`src/rtl/pwm_pkg.sv`:
```
`default_nettype none
// ============================================================================
// Module      : pwm_pkg
// Description : Shared defaults and helpers for the multi-channel PWM block.
//               - default PERIOD / DUTY_W / DEB_TICKS
//               - ch_sel_w : channel-select width, max(1, clog2(NUM_CH))
//               - sat_add / sat_sub : saturating duty arithmetic, done wider
//                 than any legal duty value so an increment cannot wrap
// Revision    : 1.0 - initial release
// ============================================================================
package pwm_pkg;

  localparam int DEF_PERIOD    = 10;
  localparam int DEF_DUTY_W    = 4;
  localparam int DEF_DEB_TICKS = 25000000;

  function automatic int ch_sel_w(input int num_ch);
    return (num_ch > 1) ? $clog2(num_ch) : 1;
  endfunction

  // Operands are at most DUTY_W bits wide, so 32-bit math never overflows.
  function automatic int unsigned sat_add(input int unsigned v,
                                          input int unsigned step,
                                          input int unsigned lim);
    int unsigned s;
    s = v + step;
    return (s > lim) ? lim : s;
  endfunction

  function automatic int unsigned sat_sub(input int unsigned v,
                                          input int unsigned step);
    return (v >= step) ? (v - step) : 32'd0;
  endfunction

endpackage
`default_nettype wire

```
`src/rtl/pwm_btn_debounce.sv`:
```
`default_nettype none
// ============================================================================
// Module      : pwm_btn_debounce
// Description : Push-button conditioner: 2-FF synchroniser, slow sampling on
//               tick_en, and a one-clock press pulse on a rising edge of the
//               sampled level. A held button yields a single pulse.
// Ports       : clk         - system clock
//               rst_n       - asynchronous active-low reset
//               tick_en     - shared sample enable (one clk wide)
//               btn_raw     - raw asynchronous button, active-high
//               press_pulse - one-clock pulse per press
// Revision    : 1.0 - initial release
// ============================================================================
module pwm_btn_debounce (
  input  logic clk,
  input  logic rst_n,
  input  logic tick_en,
  input  logic btn_raw,
  output logic press_pulse
);

  logic sync1_q;
  logic sync2_q;
  logic samp_q;   // most recent slow sample
  logic prev_q;   // slow sample before that

  always_ff @(posedge clk or negedge rst_n) begin
    if (!rst_n) begin
      sync1_q <= 1'b0;
      sync2_q <= 1'b0;
      samp_q  <= 1'b0;
      prev_q  <= 1'b0;
    end else begin
      sync1_q <= btn_raw;
      sync2_q <= sync1_q;
      if (tick_en) begin
        samp_q <= sync2_q;
        prev_q <= samp_q;
      end
    end
  end

  // Samples only move on tick_en, so gating with it keeps the pulse to the
  // single cycle in which prev_q catches up with samp_q.
  assign press_pulse = tick_en & samp_q & ~prev_q;

endmodule
`default_nettype wire

```
`src/rtl/pwm_multi_ch.sv`:
```
`default_nettype none
// ============================================================================
// Module      : pwm_multi_ch
// Description : NUM_CH-channel PWM generator sharing one period counter.
//               Duties come from debounced inc/dec buttons or a direct write
//               on the ch_sel channel, land in a pending register, and move
//               to the active register at the end of each period.
// Ports       : clk, rst_n      - clock, asynchronous active-low reset
//               increase_duty   - raw button, +STEP on ch_sel
//               decrease_duty   - raw button, -STEP on ch_sel
//               ch_sel          - channel targeted by buttons / duty_wr
//               duty_wr         - strobe: load duty_wdata (saturated)
//               duty_wdata      - value to write
//               pwm_out         - registered PWM outputs
//               duty_rd         - active duty of ch_sel (0 if out of range)
//               period_start    - high during the cnt==0 cycle
// Revision    : 1.0 - initial release
// ============================================================================
module pwm_multi_ch
  import pwm_pkg::*;
#(
  parameter  int NUM_CH    = 2,
  parameter  int PERIOD    = DEF_PERIOD,
  parameter  int DUTY_W    = DEF_DUTY_W,
  parameter  int STEP      = 1,
  parameter  int INIT_DUTY = 5,
  parameter  int DEB_TICKS = DEF_DEB_TICKS,
  localparam int CH_SEL_W  = ch_sel_w(NUM_CH)
) (
  input  logic                clk,
  input  logic                rst_n,
  input  logic                increase_duty,
  input  logic                decrease_duty,
  input  logic [CH_SEL_W-1:0] ch_sel,
  input  logic                duty_wr,
  input  logic [DUTY_W-1:0]   duty_wdata,
  output logic [NUM_CH-1:0]   pwm_out,
  output logic [DUTY_W-1:0]   duty_rd,
  output logic                period_start
);

  localparam int TICK_W = (DEB_TICKS > 1) ? $clog2(DEB_TICKS) : 1;

  // ---------------- shared debounce sample tick ----------------
  logic [TICK_W-1:0] tick_q;
  logic              tick_en_w;
  logic              inc_pulse_w;
  logic              dec_pulse_w;

  assign tick_en_w = (tick_q == TICK_W'(DEB_TICKS - 1));

  always_ff @(posedge clk or negedge rst_n) begin
    if (!rst_n) tick_q <= '0;
    else        tick_q <= tick_en_w ? '0 : tick_q + TICK_W'(1);
  end

  pwm_btn_debounce u_deb_inc (
    .clk        (clk),
    .rst_n      (rst_n),
    .tick_en    (tick_en_w),
    .btn_raw    (increase_duty),
    .press_pulse(inc_pulse_w)
  );

  pwm_btn_debounce u_deb_dec (
    .clk        (clk),
    .rst_n      (rst_n),
    .tick_en    (tick_en_w),
    .btn_raw    (decrease_duty),
    .press_pulse(dec_pulse_w)
  );

  // ---------------- period counter / duty registers ----------------
  // run_q holds cnt at 0 for the first edge after reset so the first period
  // is a full PERIOD cycles and period_start fires on that edge.
  logic              run_q;
  logic [DUTY_W-1:0] cnt_q, cnt_d;
  logic              last_w;
  logic [DUTY_W-1:0] pend_q [NUM_CH];
  logic [DUTY_W-1:0] pend_d [NUM_CH];
  logic [DUTY_W-1:0] act_q  [NUM_CH];
  logic [DUTY_W-1:0] act_d  [NUM_CH];
  logic [NUM_CH-1:0] pwm_q, pwm_d;
  logic              ps_q;
  logic [DUTY_W-1:0] wr_sat_w;
  logic [DUTY_W-1:0] rd_w;

  assign wr_sat_w = (duty_wdata > DUTY_W'(PERIOD)) ? DUTY_W'(PERIOD) : duty_wdata;

  always_comb begin
    last_w = run_q && (cnt_q == DUTY_W'(PERIOD - 1));
    if (!run_q || last_w) cnt_d = '0;
    else                  cnt_d = cnt_q + DUTY_W'(1);

    for (int i = 0; i < NUM_CH; i++) begin
      // Transfer takes the pending value from before this edge's update.
      act_d[i]  = last_w ? pend_q[i] : act_q[i];
      pend_d[i] = pend_q[i];
      if (ch_sel == CH_SEL_W'(i)) begin
        if (duty_wr)
          pend_d[i] = wr_sat_w;
        else if (inc_pulse_w && dec_pulse_w)
          pend_d[i] = pend_q[i];
        else if (inc_pulse_w)
          pend_d[i] = DUTY_W'(sat_add(32'(pend_q[i]), 32'(STEP), 32'(PERIOD)));
        else if (dec_pulse_w)
          pend_d[i] = DUTY_W'(sat_sub(32'(pend_q[i]), 32'(STEP)));
      end
      // Compare against the post-edge counter/duty so the output register
      // shows the state of the cycle that follows the edge.
      pwm_d[i] = (cnt_d < act_d[i]);
    end
  end

  always_ff @(posedge clk or negedge rst_n) begin
    if (!rst_n) begin
      run_q <= 1'b0;
      cnt_q <= '0;
      pwm_q <= '0;
      ps_q  <= 1'b0;
      for (int i = 0; i < NUM_CH; i++) begin
        pend_q[i] <= DUTY_W'(INIT_DUTY);
        act_q[i]  <= DUTY_W'(INIT_DUTY);
      end
    end else begin
      run_q  <= 1'b1;
      cnt_q  <= cnt_d;
      pwm_q  <= pwm_d;
      ps_q   <= (cnt_d == '0);
      pend_q <= pend_d;
      act_q  <= act_d;
    end
  end

  // Out-of-range ch_sel matches no channel and reads back as 0.
  always_comb begin
    rd_w = '0;
    for (int i = 0; i < NUM_CH; i++) begin
      if (ch_sel == CH_SEL_W'(i)) rd_w = act_q[i];
    end
  end

  assign pwm_out      = pwm_q;
  assign period_start = ps_q;
  assign duty_rd      = rd_w;

endmodule
`default_nettype wire

```
`config.mk`:
```
export PLATFORM = sky130hd
export DESIGN_NAME = pwm_multi_ch
export DESIGN_NICKNAME = d
export VERILOG_FILES = /design/src/rtl/pwm_pkg.sv /design/src/rtl/pwm_btn_debounce.sv /design/src/rtl/pwm_multi_ch.sv
export SDC_FILE = /design/constraint.sdc
export NUM_CORES = 1
export LEC_CHECK = 0
export CORE_ASPECT_RATIO = 1.5
export CORE_MARGIN = 2
export CORE_UTILIZATION = 25
export DETAILED_ROUTE_END_ITERATION = 8
export SLEW_MARGIN = 15
export SYNTH_ARGS = -nofsm -noshare
export SYNTH_HDL_FRONTEND = slang
export SYNTH_HIERARCHICAL = 1
export SYNTH_SLANG_ARGS = --single-unit
```
`constraint.sdc`:
```
create_clock -name clk -period 3.6 [get_ports clk]
set_input_delay 0.54 -clock clk [delete_from_list [all_inputs] [get_ports clk]]
set_output_delay 0.54 -clock clk [all_outputs]
set_load 0.005 [all_outputs]
```
==> metrics.md <==
| Metric | Value |
|---|---|
| Outcome | complete, no violations |
| Pre-antenna DRT Iters | 4 |
| Resize count post-CTS | 0 |
| Bufs on Longest Clock Path | 2 |
| Startpoint type of the worst setup path | register |
| Endpoint arrival time on the critical path | a little under 3000 ps |
| Die width | 95.06 um |
| Setup repair after global routing missed its margin | false |
| Count of flip-flops with a built-in enable after synthesis | 0 |
| CTS Hold Buffers Added | 0 |
| # Post-CTS Setup Buffers | 0 |
| Commonest non-fill, non-tap cells in the layout | dfrtp_1 (49), nor2_1 (33), inv_1 (17), ha_1 (17), nand3_1 (16) |
| Number of slew-limit violations in the final report | 0 |
| Maximum clock rate | 0.3621 GHz |
| Final number of hold-violating endpoints | 0 |
| Period utilization | 76.72% |
| Overall via count from detail_route | roughly 2300 |
| Total Routed Length | between 6000 and 7000 um |
| Max-Cap Viols | 0 |
| Clock insertion delay at the later pin of the skew report | between 300 and 400 ps |
| Vias in the first global route | between 2000 and 2500 |
| Static leakage | between 1.5 and 2 nW |
| Cell Rows | just under 50 |
| Pin count of the biggest net entering global routing | 31 |
| Area growth, synth to finish | 20.48% |
| Leading post-synthesis cells by cell area | dfrtp_1 (39%), ha_1 (6.8%), dfstp_2 (6.8%) |
| Number of diodes added for antenna fixing | 0 |
| Clock transition at the registers of the reported paths | approximately 50 ps |
| Sum of overflow across all layers after global routing | 0 |
| Post-route clock skew | 5.384 ps |
| Internal power | 1.433 mW |
| Die height | between 100 and 150 um |
| Count of port buffers added during placement | 16 |
| CTS tree | done |
| Comb pwr share | a little under an eighth |
| Mean area per synthesized cell | 10.26 um2 |
| Mean routed wirelength per cell | about 13 um |
| Relative max-transition margin | about three fifths |
| Top FF cell, synth | dfrtp_1 |
| Power density relative to cell area | between 500 and 600 mW/mm2 |
| Power spent charging and discharging nets | approximately 0.47 mW |
| Gate Count Post-Synth | between 300 and 400 |
| Total Routing Usage GR | 10.35% |
| Fillers | between 1000 and 1500 |
| Worst-Margin Slew | ~630 ps |
| Fraction of synthesized cell area taken by the top area cell type | 39.44% |
| First-pass GRT wire length | between 10000 and 15000 um |
| Asr flop ratio synth | 100.0% |
| Initial Util | about a quarter |
| Share of post-route cells with drive strength above 1 | between 10% and 20% |
| Synth Warn # | 6 |
| Initial antenna violation count | 0 |
| Clock Power Share | between 40 and 50% |
| CORE AREA | 0.01208 mm2 |
| Final setup fails | 0 |
| Syn Nets | 330 |
| Post-layout minimum cycle time | between 2000 and 3000 ps |
| Weighted congestion at the end of routability-driven global placement | 0.7952 |
| Endpoint class of the critical path | register |
| Deepest level of the CTS H-tree | 3 |
| Hold_ws | ~240 ps |
| Proportion of total power due to net switching | around a quarter |
| Power share of the sequential group | about two fifths |
| Number of design-rule violations left by the first detailed-router iteration | 96 |
| Die Area | 0.01336 mm2 |
| Most frequent standard cell in the layout excluding fill and tap cells | dfrtp_1 |
| Number of clock sinks | 57 |
| Type of the worst setup path | register to register |
| Maximum fanout along the worst path | 13 |
| Post-synth top area cell | dfrtp_1 |
| Area taken by multi-input logic gates | 0.001554 mm2 |
| Number of register bits inferred by synthesis | 57 |
| Clk Tree Root Cell | clkbuf_16 |
| Sequential Area | ~0.0014 mm2 |
| Vias per cell | 4.688 |
| Post-synthesis sequential area ratio | between 40% and 50% |
| DP Wirelength | about 4500 um |
| Count of distinct cell types in the synthesized netlist | 53 |
| DRC violation count after routing | 0 |
| Cell area after synthesis | between 0.003 and 0.004 mm2 |
| Io pins | 17 |
| Worst hold-check path type | primary input to async pin |
| Maximum vdd drop | between 0.2 and 0.3 mV |
| Inserted Clock Buffers | 9 |
| Final antenna-violating net count | 0 |
| NumNets Final | 349 |
| Summed negative setup slack over all endpoints | 0 ps |
| Endpoint required time on the critical path | ~3800 ps |
==> logic make-up after synthesis <==
family | Yosys count | share of synthesized area (%)
simple gates | 113 | 20.56
compound gates | 49 | 10.34
xor+xnor | 24 | 6.761
buf+inv | 27 | 3.823
mux | 15 | 5.352
flops | 57 | 46.20
other cells | 1 | 0.1206
fa+ha+maj | 17 | 6.841
==> critical path, stage by stage (launching register included) <==
cell,delay [ps]
dfrtp_1,380
ha_1,210
inv_1,90
or2_4,290
nor4_4,290
and3b_2,370
xor2_1,220
nor2_1,100
or2_2,340
nor3_1,230
a221oi_1,120
==> power groups by stage <==
stage	Combinational, mW	Clock (mW)	Sequential, mW
floorplan	0.176	0	0.718
global placement	0.224	0	0.753
detailed placement	0.228	0	0.756
finish	0.229	0.924	0.745
CTS	0.230	0.949	0.744
global route	0.257	0.976	0.752
==> metrics by stage <==
step	power [mW]	utilization (%)	worst slack (ps)	std cells	cell area (um2)
finish	1.898	31.02	838.2	480	3746
global route	1.985	31.02	558.0	480	3746
CTS	1.923	31.02	828.0	480	3746
detailed placement	0.9838	28.28	824.1	464	3416
global placement	0.9771	28.28	891.1	464	3416
floorplan	0.8943	-	886.0	303	3109
==> flip-flops by register name, summed over array words and instances, names as in the netlist, 2 cells and up <==
register	cells
cnt_q	4
pend_q	8
tick_q	25
act_q	8
pwm_out	2
==> cell usage after synthesis, types with 6 or more instances <==
cell       n
nand2_1   13
xnor2_1   12
nand4_1    6
dfstp_2    8
clkbuf_1   6
nand2b_1   8
xor2_1    12
inv_1     17
nand3_1   16
o21ai_0   14
dfrtp_1   49
nor2_1    33
a21oi_1    9
ha_1      17
mux2_2     9
nor3_1     9
==> path summary, 6_finish.rpt <==
check / endpoint / from / slack (ps) / depth (start not counted)
min: pend_q[5] / rst_n / 240 / 1
max reg2reg: pend_q[5] / tick_q[0] / 840 / 10
min in group clk: u_deb_inc/sync2_q / u_deb_inc/sync1_q / 350 / 0
max in group asynchronous: act_q[0] / rst_n / 2510 / 2
min reg2reg: u_deb_inc/sync2_q / u_deb_inc/sync1_q / 350 / 0
max: pend_q[5] / tick_q[0] / 840 / 10
==> routing by layer <==
| metal | share of wire (%) | GRT usage, % | vias to the layer above |
|---|---|---|---|
| li1 | - | - | 1109 |
| met1 | 44 | 11.69 | 1098 |
| met2 | 52 | 18.10 | 34 |
| met3 | 2.6 | 2.352 | 9 |
| met4 | 1.5 | 4.882 | 0 |
| met5 | 0 | 0 | - |
==> cell type report <==
cell class,instances,area share (%)
Multi-Input combinational cell,219,41.48
Sequential cell,57,38.34
Clock buffer,11,6.747
Tap cell,153,5.110
Timing Repair Buffer,18,4.542
Clock inverter,5,2.071
Inverter,17,1.703
(Power assumes the default switching activity.)
